## config.mk

```make
export PLATFORM = sky130hd
export DESIGN_NAME = store_merge
export DESIGN_NICKNAME = d
export VERILOG_FILES = /design/src/rtl/store_merge.sv
export SDC_FILE = /design/constraint.sdc
export NUM_CORES = 1
export LEC_CHECK = 0
export CORE_UTILIZATION = 40
export CTS_CLUSTER_DIAMETER = 30
export DETAILED_ROUTE_END_ITERATION = 16
export HOLD_SLACK_MARGIN = 0.06
export MAX_ROUTING_LAYER = met4
export PLACE_DENSITY_LB_ADDON = 0.25
export SYNTH_ARGS = -nofsm -noshare
export SYNTH_HDL_FRONTEND = slang
export SYNTH_SLANG_ARGS = --single-unit
```

## constraint.sdc

```tcl
create_clock -name clk -period 3.07 [get_ports clk]
set_input_delay 0.614 -clock clk [delete_from_list [all_inputs] [get_ports clk]]
set_output_delay 0.614 -clock clk [all_outputs]
set_load 0.03 [all_outputs]
```

## src/rtl/store_merge.sv

```systemverilog
//-----------------------------------------------------------------------------
// store_merge
//   Read-modify-write engine for sub-doubleword stores. A doubleword store
//   (sd) is written straight through; byte/half/word stores (sb/sh/sw) read
//   the aligned doubleword, replace the selected little-endian lane with the
//   low bytes of wdata and write the result back.
//
// Configuration:
//   STORE_MISALIGN_TRAP_EN  when defined, misaligned sh/sw/sd requests skip
//                           the memory access and finish with misalign=1.
//                           When undefined, misalign is always 0 and the
//                           low address bits that do not pick a lane are
//                           ignored.
//
// Ports:
//   clk         single clock, rising edge
//   rst         asynchronous active-low reset
//   start       store request, sampled only while idle
//   store_type  00=sd, 01=sw, 10=sh, 11=sb
//   addr        byte address
//   wdata       store data (low bytes used for partial stores)
//   mem_rdata   memory read data, valid one cycle after mem_addr
//   mem_addr    doubleword-aligned memory address (0 while idle)
//   mem_wdata   merged doubleword to memory
//   mem_wr      memory write enable, one cycle per store
//   busy        high whenever the engine is not idle
//   done        one-cycle completion pulse
//   misalign    misalignment flag, valid with done
//-----------------------------------------------------------------------------
`timescale 1ns/1ps

module store_merge (
  input  logic        clk,
  input  logic        rst,
  input  logic        start,
  input  logic [1:0]  store_type,
  input  logic [63:0] addr,
  input  logic [63:0] wdata,
  input  logic [63:0] mem_rdata,
  output logic [63:0] mem_addr,
  output logic [63:0] mem_wdata,
  output logic        mem_wr,
  output logic        busy,
  output logic        done,
  output logic        misalign
);

  localparam logic [1:0] ST_SD = 2'b00;
  localparam logic [1:0] ST_SW = 2'b01;
  localparam logic [1:0] ST_SH = 2'b10;
  localparam logic [1:0] ST_SB = 2'b11;

  typedef enum logic [2:0] {
    IDLE  = 3'd0,
    RD    = 3'd1,
    MERGE = 3'd2,
    WR    = 3'd3,
    DONE  = 3'd4
  } state_t;

  state_t      state_r;
  state_t      state_nxt_s;
  logic [63:0] addr_r;
  logic [63:0] addr_nxt_s;
  logic [63:0] wdata_r;
  logic [63:0] wdata_nxt_s;
  logic [1:0]  type_r;
  logic [1:0]  type_nxt_s;
  logic [63:0] mem_addr_r;
  logic [63:0] mem_addr_nxt_s;
  logic [63:0] mem_wdata_r;
  logic [63:0] mem_wdata_nxt_s;
  logic        mem_wr_r;
  logic        busy_r;
  logic        done_r;
  logic        misalign_r;
  logic        misalign_nxt_s;
  logic        trap_s;

  // Replace the lane selected by type/low address bits; everything else
  // keeps the value read from memory. Address bits below the lane size
  // simply do not take part in the shift amount.
  function automatic logic [63:0] merge_lane(
    input logic [63:0] old_dw,
    input logic [63:0] new_data,
    input logic [1:0]  st,
    input logic [2:0]  lo
  );
    logic [63:0] mask;
    logic [63:0] data;
    case (st)
      ST_SB: begin
        mask = 64'h0000_0000_0000_00FF << {lo, 3'b000};
        data = {56'h0, new_data[7:0]} << {lo, 3'b000};
      end
      ST_SH: begin
        mask = 64'h0000_0000_0000_FFFF << {lo[2:1], 4'b0000};
        data = {48'h0, new_data[15:0]} << {lo[2:1], 4'b0000};
      end
      ST_SW: begin
        mask = 64'h0000_0000_FFFF_FFFF << {lo[2], 5'b00000};
        data = {32'h0, new_data[31:0]} << {lo[2], 5'b00000};
      end
      default: begin
        mask = 64'hFFFF_FFFF_FFFF_FFFF;
        data = new_data;
      end
    endcase
    return (old_dw & ~mask) | (data & mask);
  endfunction

`ifdef STORE_MISALIGN_TRAP_EN
  // Natural alignment check; bytes can never be misaligned.
  function automatic logic is_misaligned(
    input logic [1:0] st,
    input logic [2:0] lo
  );
    logic res;
    case (st)
      ST_SD:   res = (lo != 3'b000);
      ST_SW:   res = (lo[1:0] != 2'b00);
      ST_SH:   res = (lo[0] != 1'b0);
      default: res = 1'b0;
    endcase
    return res;
  endfunction

  // Misalignment of the incoming request (only meaningful in IDLE).
  always_comb begin
    trap_s = is_misaligned(store_type, addr[2:0]);
  end
`else
  // Trap disabled: every request proceeds to memory.
  always_comb begin
    trap_s = 1'b0;
  end
`endif

  // Next-state, operand capture and next-output computation.
  always_comb begin
    state_nxt_s     = state_r;
    addr_nxt_s      = addr_r;
    wdata_nxt_s     = wdata_r;
    type_nxt_s      = type_r;
    mem_wdata_nxt_s = mem_wdata_r;
    misalign_nxt_s  = 1'b0;
    case (state_r)
      IDLE: begin
        if (start) begin
          addr_nxt_s  = addr;
          wdata_nxt_s = wdata;
          type_nxt_s  = store_type;
          if (trap_s) begin
            state_nxt_s    = DONE;
            misalign_nxt_s = 1'b1;
          end else if (store_type == ST_SD) begin
            state_nxt_s     = WR;
            mem_wdata_nxt_s = wdata;
          end else begin
            state_nxt_s = RD;
          end
        end else begin
          state_nxt_s = IDLE;
        end
      end
      RD: begin
        state_nxt_s = MERGE;
      end
      MERGE: begin
        mem_wdata_nxt_s = merge_lane(mem_rdata, wdata_r, type_r, addr_r[2:0]);
        state_nxt_s     = WR;
      end
      WR: begin
        state_nxt_s = DONE;
      end
      DONE: begin
        state_nxt_s = IDLE;
      end
      default: begin
        state_nxt_s = IDLE;
      end
    endcase
  end

  // Outputs are registered from the next state so they line up with it.
  always_comb begin
    if (state_nxt_s != IDLE) begin
      mem_addr_nxt_s = {addr_nxt_s[63:3], 3'b000};
    end else begin
      mem_addr_nxt_s = 64'h0;
    end
  end

  // State, captured operands and registered outputs.
  always_ff @(posedge clk or negedge rst) begin
    if (!rst) begin
      state_r     <= IDLE;
      addr_r      <= 64'h0;
      wdata_r     <= 64'h0;
      type_r      <= 2'b00;
      mem_addr_r  <= 64'h0;
      mem_wdata_r <= 64'h0;
      mem_wr_r    <= 1'b0;
      busy_r      <= 1'b0;
      done_r      <= 1'b0;
      misalign_r  <= 1'b0;
    end else begin
      state_r     <= state_nxt_s;
      addr_r      <= addr_nxt_s;
      wdata_r     <= wdata_nxt_s;
      type_r      <= type_nxt_s;
      mem_addr_r  <= mem_addr_nxt_s;
      mem_wdata_r <= mem_wdata_nxt_s;
      mem_wr_r    <= (state_nxt_s == WR);
      busy_r      <= (state_nxt_s != IDLE);
      done_r      <= (state_nxt_s == DONE);
      misalign_r  <= misalign_nxt_s;
    end
  end

  assign mem_addr  = mem_addr_r;
  assign mem_wdata = mem_wdata_r;
  assign mem_wr    = mem_wr_r;
  assign busy      = busy_r;
  assign done      = done_r;
  assign misalign  = misalign_r;

endmodule

```

## Word level (Yosys, flattened, before mapping)

Index checks and enable logic that the tools add are counted.

| storage, ports and cells | value |
|---|---|
| bits in registers | 264 |
| output and inout bits | 132 |

| operators by class | value |
|---|---|
| eq/ne operators | 10 |
| shift-type cells | 6 |
| muxes and demuxes | 13 |
| bitwise operators | 4 |
| reduce and logical (&&, ||, !) cells | 6 |

Operator list:

| cell | number |
|---|---|
| $mux 64 | 7 |
| $pmux 64 s3 | 2 |
| $and 64x64->64 | 2 |
| $pmux 64 s2 | 1 |
| $not 64->64 | 1 |
| $or 64x64->64 | 1 |
| $shl 16x6->64 | 1 |
| $shl 16x6->64 const A | 1 |
| $shl 32x6->64 | 1 |
| $shl 32x6->64 const A | 1 |
| $shl 8x6->64 | 1 |
| $shl 8x6->64 const A | 1 |
| $pmux 3 s4 | 1 |
| $eq 3x2->1 const B | 3 |
| $eq 2x2->1 const B | 2 |
| $ne 2x2->1 const B | 2 |
| $eq 3x1->1 const B | 1 |
| $eq 3x3->1 const B | 1 |
| $logic_not 3->1 | 1 |
| $mux 3 | 1 |
| $reduce_and 3->1 | 1 |
| $reduce_bool 3->1 | 1 |
| $eq 2x1->1 const B | 1 |
| $logic_not 2->1 | 1 |
| 3 further kinds | 3 |

## Depth between registers and ports, before layout

| depth | value |
|---|---|
| depth in word-level cells | 7 |
| depth in mapped cells | 8 |
| mapped depth without buffers | 6 |

## Least setup slack after synthesis

Ideal clock, no wire load.

| timing | value |
|---|---|
| path kind | in2reg |
| from | input start |
| to | register mem_wdata_r[10], in the netlist mem_wdata[10] |
| setup time | 0.126 ns |
| arrival time | 1.648 ns |
| required time | 2.944 ns |
| setup slack | 1.296 ns |
| cell stages on the path | 6 |
| cells stage by stage | nor4b_2 > buf_6 > and2_1 > buf_4 > buf_6 > a221o_1 |

| between the ends | value |
|---|---|
| word-level cells in the longest chain between the ends | 2 |

RTL lines:

| what | RTL line | RTL |
|---|---|---|
| start, declared | 35 | `input logic start,` |
| $ne 2x2->1 (no source line) | - |  |
| $reduce_and 3->1 (no source line) | - |  |
| end signal, assigned | 213 | `mem_wdata_r <= mem_wdata_nxt_s;` |
| end, declared | 71 | `logic [63:0] mem_wdata_r;` |

No other way between the ends.
A chain may end at the register's enable or synchronous reset.

## Worst setup path after layout

| timing | value |
|---|---|
| from | register type_r[0] |
| to | register mem_wdata_r[59], in the netlist mem_wdata[59] |

| between the ends | value |
|---|---|
| word-level cells in the longest chain between the ends | 7 |
| elaborated cells on any way between the ends | 12 |
| those cells by class | 3 x eq/ne; 5 x mux; 4 x bitwise |

RTL lines:

| what | RTL line | RTL |
|---|---|---|
| start, declared | 67 | `logic [1:0] type_r;` |
| start signal, assigned | 211 | `type_r <= type_nxt_s;` |
| $eq 2x1->1 or $eq 2x2->1 (tied branches) | 91 | `case (st)` |
| $pmux 64 s3 | 91 |  |
| $mux 64 | 147 | `case (state_r)` |
| $not 64->64 | 109 | `return (old_dw & ~mask) \| (data & mask);` |
| $and 64x64->64 | 109 |  |
| $or 64x64->64 * | 109 |  |
| $pmux 64 s2 * | 147 |  |

Every way passes the cells marked *; elsewhere a longest branch is shown, timed or not. The select of a mux whose other input is x is not followed.

==> impl_metrics.py <==
metrics = {
    "status": {
        "status": "complete, no violations",
    },
    "synthesis": {
        "synth-compound-area-share_pct": 15.4,
        "synth_edf_count": 0,
        "synth-simple-area-share_pct": 10.8,
        "synth_top_family_by_area": "compound AO/OA/AOI/OAI gates",
        "post-synth-top-count-cell": "dfrtp_1",
        "async_flop_share_pct": 100,
        "synth-xor-area-share_pct": 0.0749,
        "syn_area_per_cell_um2": 12.0,
        "synthCells": 971,
        "synth_top_cell_area_share_pct": 55.9,
        "ys_ff_latch": 261,
        "synth_warnings": 0,
        "syn_area_um2": 11700,
        "yosysSeqAreaShare_pct": 55.9,
        "yosys.area_share.adder_pct": 0,
        "synth_top_area_cell": "dfrtp_1",
        "ys_top_cells_by_count": "261 x dfrtp_1, 127 x mux2_2, 77 x nor2b_1, 53 x a21oi_1, 53 x nand2_1",
        "synth_area_leaders": "dfrtp_1 56%, mux2_2 12%, nor2b_1 4.1%, a21oi_1 2.3%, buf_6 1.7%",
        "synthMuxAreaShare_pct": 13.1,
        "synth-main-ff-cell": "dfrtp_1",
        "yosysUniqueCellTypes": 66,
    },
    "setup_path": {
        "r2r-start": "type_r[0]$_DFFE_PN0P_",
        "r2r_slack_ns": 0.70,
        "reg2reg_depth": 5,
        "worst_setup_path_start_kind": "flop",
        "cp-end-kind": "flop",
        "worstPathRequired_ns": 3.49,
        "worstReg2RegEnd": "mem_wdata[59]$_DFFE_PN0P_",
        "path_max_fanout": 16,
        "critPathKind": "reg -> reg",
        "arrival_ns": 2.79,
    },
    "grt": {
        "antenna_found_initial": 7,
        "grt.total_usage_pct": 25.5,
        "grt_start_max_net_pins": 86,
        "grt_pass1_wl_um": 57200,
        "grt_pass1_vias": 9875,
        "grt_overflow_total": 0,
    },
    "pwr": {
        "clockPowerShare_pct": 25.9,
        "power_density_nw_per_um2": 1290,
        "switching_share_pct": 39.0,
        "power_leakage_nw": 6.93,
        "irDropWorstVdd_v": 0.000695,
        "power_frac_seq_pct": 29.6,
        "p_int_w": 0.0133,
        "switchingPower_w": 0.00850,
        "share_comb_of_total_power_pct": 44.5,
    },
    "placement": {
        "place.gp.congestion": 0.886,
        "dpl-instance-area_um2": 15200,
        "hpwl_um": 25200,
        "dp_slack_ns": 0.487,
        "port_buffers": 324,
    },
    "routing": {
        "vias": 9297,
        "firstDrtPassIters": 7,
        "wl_per_cell_um": 21.4,
        "drt_iter0_markers": 778,
        "wirelength_um": 36800,
        "ant_nets": 0,
        "vias_per_cell": 5.41,
        "route.detailed.drc": 0,
    },
    "floorplan": {
        "die_h_um": 173,
        "coreArea_um2": 28700,
        "ios": 329,
        "initial_core_util_pct": 40.7,
        "num_rows": 62,
        "dieWidth_um": 173,
        "die_area_um2": 29900,
    },
    "sta": {
        "rsz0062_at_grt": "false",
        "finalSetupTns_ns": 0,
        "slew_headroom_pct": 56.0,
        "max_freq_mhz": 422,
        "fin_ws_ns": 0.700,
        "slew_violations": 0,
        "finalClockSkew_ns": 0.0128,
        "fin_crit_sh_pct": 77.2,
        "worstMarginPinSlew_ns": 0.658,
        "hold_viol_final": 0,
        "layout_min_cycle_time_ns": 2.37,
        "setup_viol": 0,
    },
    "flow_run": {
        "maxCapViolCount": 0,
    },
    "min_path": {
        "holdPathStages": 2,
        "min_path_type": "reg -> reg",
        "worstHoldStart": "mem_wdata[13]$_DFFE_PN0P_",
        "whs_endpoint": "mem_wdata[13]$_DFFE_PN0P_",
    },
    "cts": {
        "cts.sinks": 261,
        "clk_latency_ns": 0.54,
        "cts.htree.levels": 2,
        "cts_max_path_buffers": 3,
        "cts_made_buffers": 52,
        "clk_pin_slew_ns": 0.04,
        "tritoncts": "built",
        "cts_root_buf": "clkbuf_16",
    },
    "final_layout": {
        "num-nets-final": 1487,
        "multi_input_area_um2": 4630,
        "final_area_um2": 17000,
        "layout.area.seq_um2": 6530,
        "layout-drive-gt1-share_pct": 20.2,
        "fillCellCount": 2332,
        "syn2layout_area_growth_pct": 45.3,
    },
}
[per-layer routing]
| layer | track usage, % | wire [µm] |
|---|---|---|
| met5 | - | 0 |
| met4 | 7.96 | 1040 |
| met3 | 8.69 | 3820 |
| met2 | 40.3 | 17200 |
| met1 | 30.8 | 14700 |
[cell families (layout without fill, tap and decap cells)]
group | count (synthesis) | in the layout
flops | 261 | 261
buf+inv | 91 | 446
xor+xnor | 1 | 1
simple gates | 231 | 231
other cells | 1 | 11
mux | 137 | 137
compound gates | 249 | 249
[sequential cells by signal (all words and copies together) (netlist names)]
register   count
mem_wdata     64
done           1
busy           1
mem_addr      61
state_r        3
addr_r        64
mem_wr         1
wdata_r       64
type_r         2
[timing repair]
item	in CTS	in global routing
setup buffers	0	0
endpoints found under the hold margin	46	0
gates resized for setup	0	0
hold buffers	1	0
[power by group through the flow]
stage               Combinational [W]  Clock, W  Sequential [W]
CTS                           0.00978   0.00575         0.00645
global placement              0.00957         0         0.00643
floorplan                     0.00517         0         0.00747
global route                   0.0105   0.00590         0.00665
finish                        0.00972   0.00564         0.00646
detailed placement            0.00971         0         0.00648
[worst max-delay path, cell delays in order, from the launching register on]
cell and delay, ns:
dfrtp_1 0.66, or2_2 0.47, nand2b_1 0.31, and2_1 0.34, o221a_2 0.31, o22a_1 0.15
[through the flow]
stage | hold WS [ns] | std cells | total power, W | util [%]
2_1_floorplan | 0.318 | 974 | 0.0126 | -
3_3_place_gp | 0.465 | 1619 | 0.0160 | 52.8
3_5_place_dp | 0.474 | 1619 | 0.0162 | 52.8
4_1_cts | 0.484 | 1713 | 0.0220 | 59.1
5_1_grt | 0.497 | 1720 | 0.0230 | 59.1
6_report | 0.477 | 1720 | 0.0218 | 59.1
[cell type report]
type	count	area share [%]
diodes	7	0.103
well taps	384	2.83
repair buffers	348	20.7
flip-flops and latches	261	38.5
inverters	5	0.111
multi-input cells	622	27.2
clock buffers	67	8.59
clock inverters	26	1.92
[how the worst max path moves through the flow]
stage / from / endpoint / cells after the start
floorplan: start / mem_wdata[10]$_DFFE_PN0P_ / 6
global placement: store_type[0] / mem_wdata[32]$_DFFE_PN0P_ / 8
detailed placement: start / mem_addr[63]$_DFF_PN0_ / 5
CTS: type_r[0]$_DFFE_PN0P_ / mem_wdata[59]$_DFFE_PN0P_ / 5
global route: type_r[0]$_DFFE_PN0P_ / mem_wdata[59]$_DFFE_PN0P_ / 5
finish: type_r[0]$_DFFE_PN0P_ / mem_wdata[59]$_DFFE_PN0P_ / 5
[cell usage in the layout (no fill, tap or decap), types with 5 or more instances in the layout]
master / count
o2bb2ai_1: 8
buf_4: 16
o21ai_0: 36
nor2b_1: 77
clkinv_2: 8
and2b_1: 11
o22ai_1: 17
clkdlybuf4s50_1: 323
o22a_1: 6
dfrtp_1: 260
o21ai_1: 15
a221o_1: 14
a222oi_1: 18
clkbuf_16: 52
a22oi_1: 14
nand2_1: 52
bufinv_16: 6
mux2i_1: 10
a221oi_2: 7
a21oi_1: 53
nand4_1: 8
clkbuf_1: 5
o211ai_1: 14
buf_12: 7
nand3_1: 16
nor2_1: 24
mux2_2: 127
nand2b_1: 9
a211oi_1: 8
o221ai_1: 5
a31oi_1: 8
clkbuf_8: 10
nor3_1: 10
clkinvlp_4: 6
diode_2: 7
Note: power is estimated with default switching activity, not from simulation.
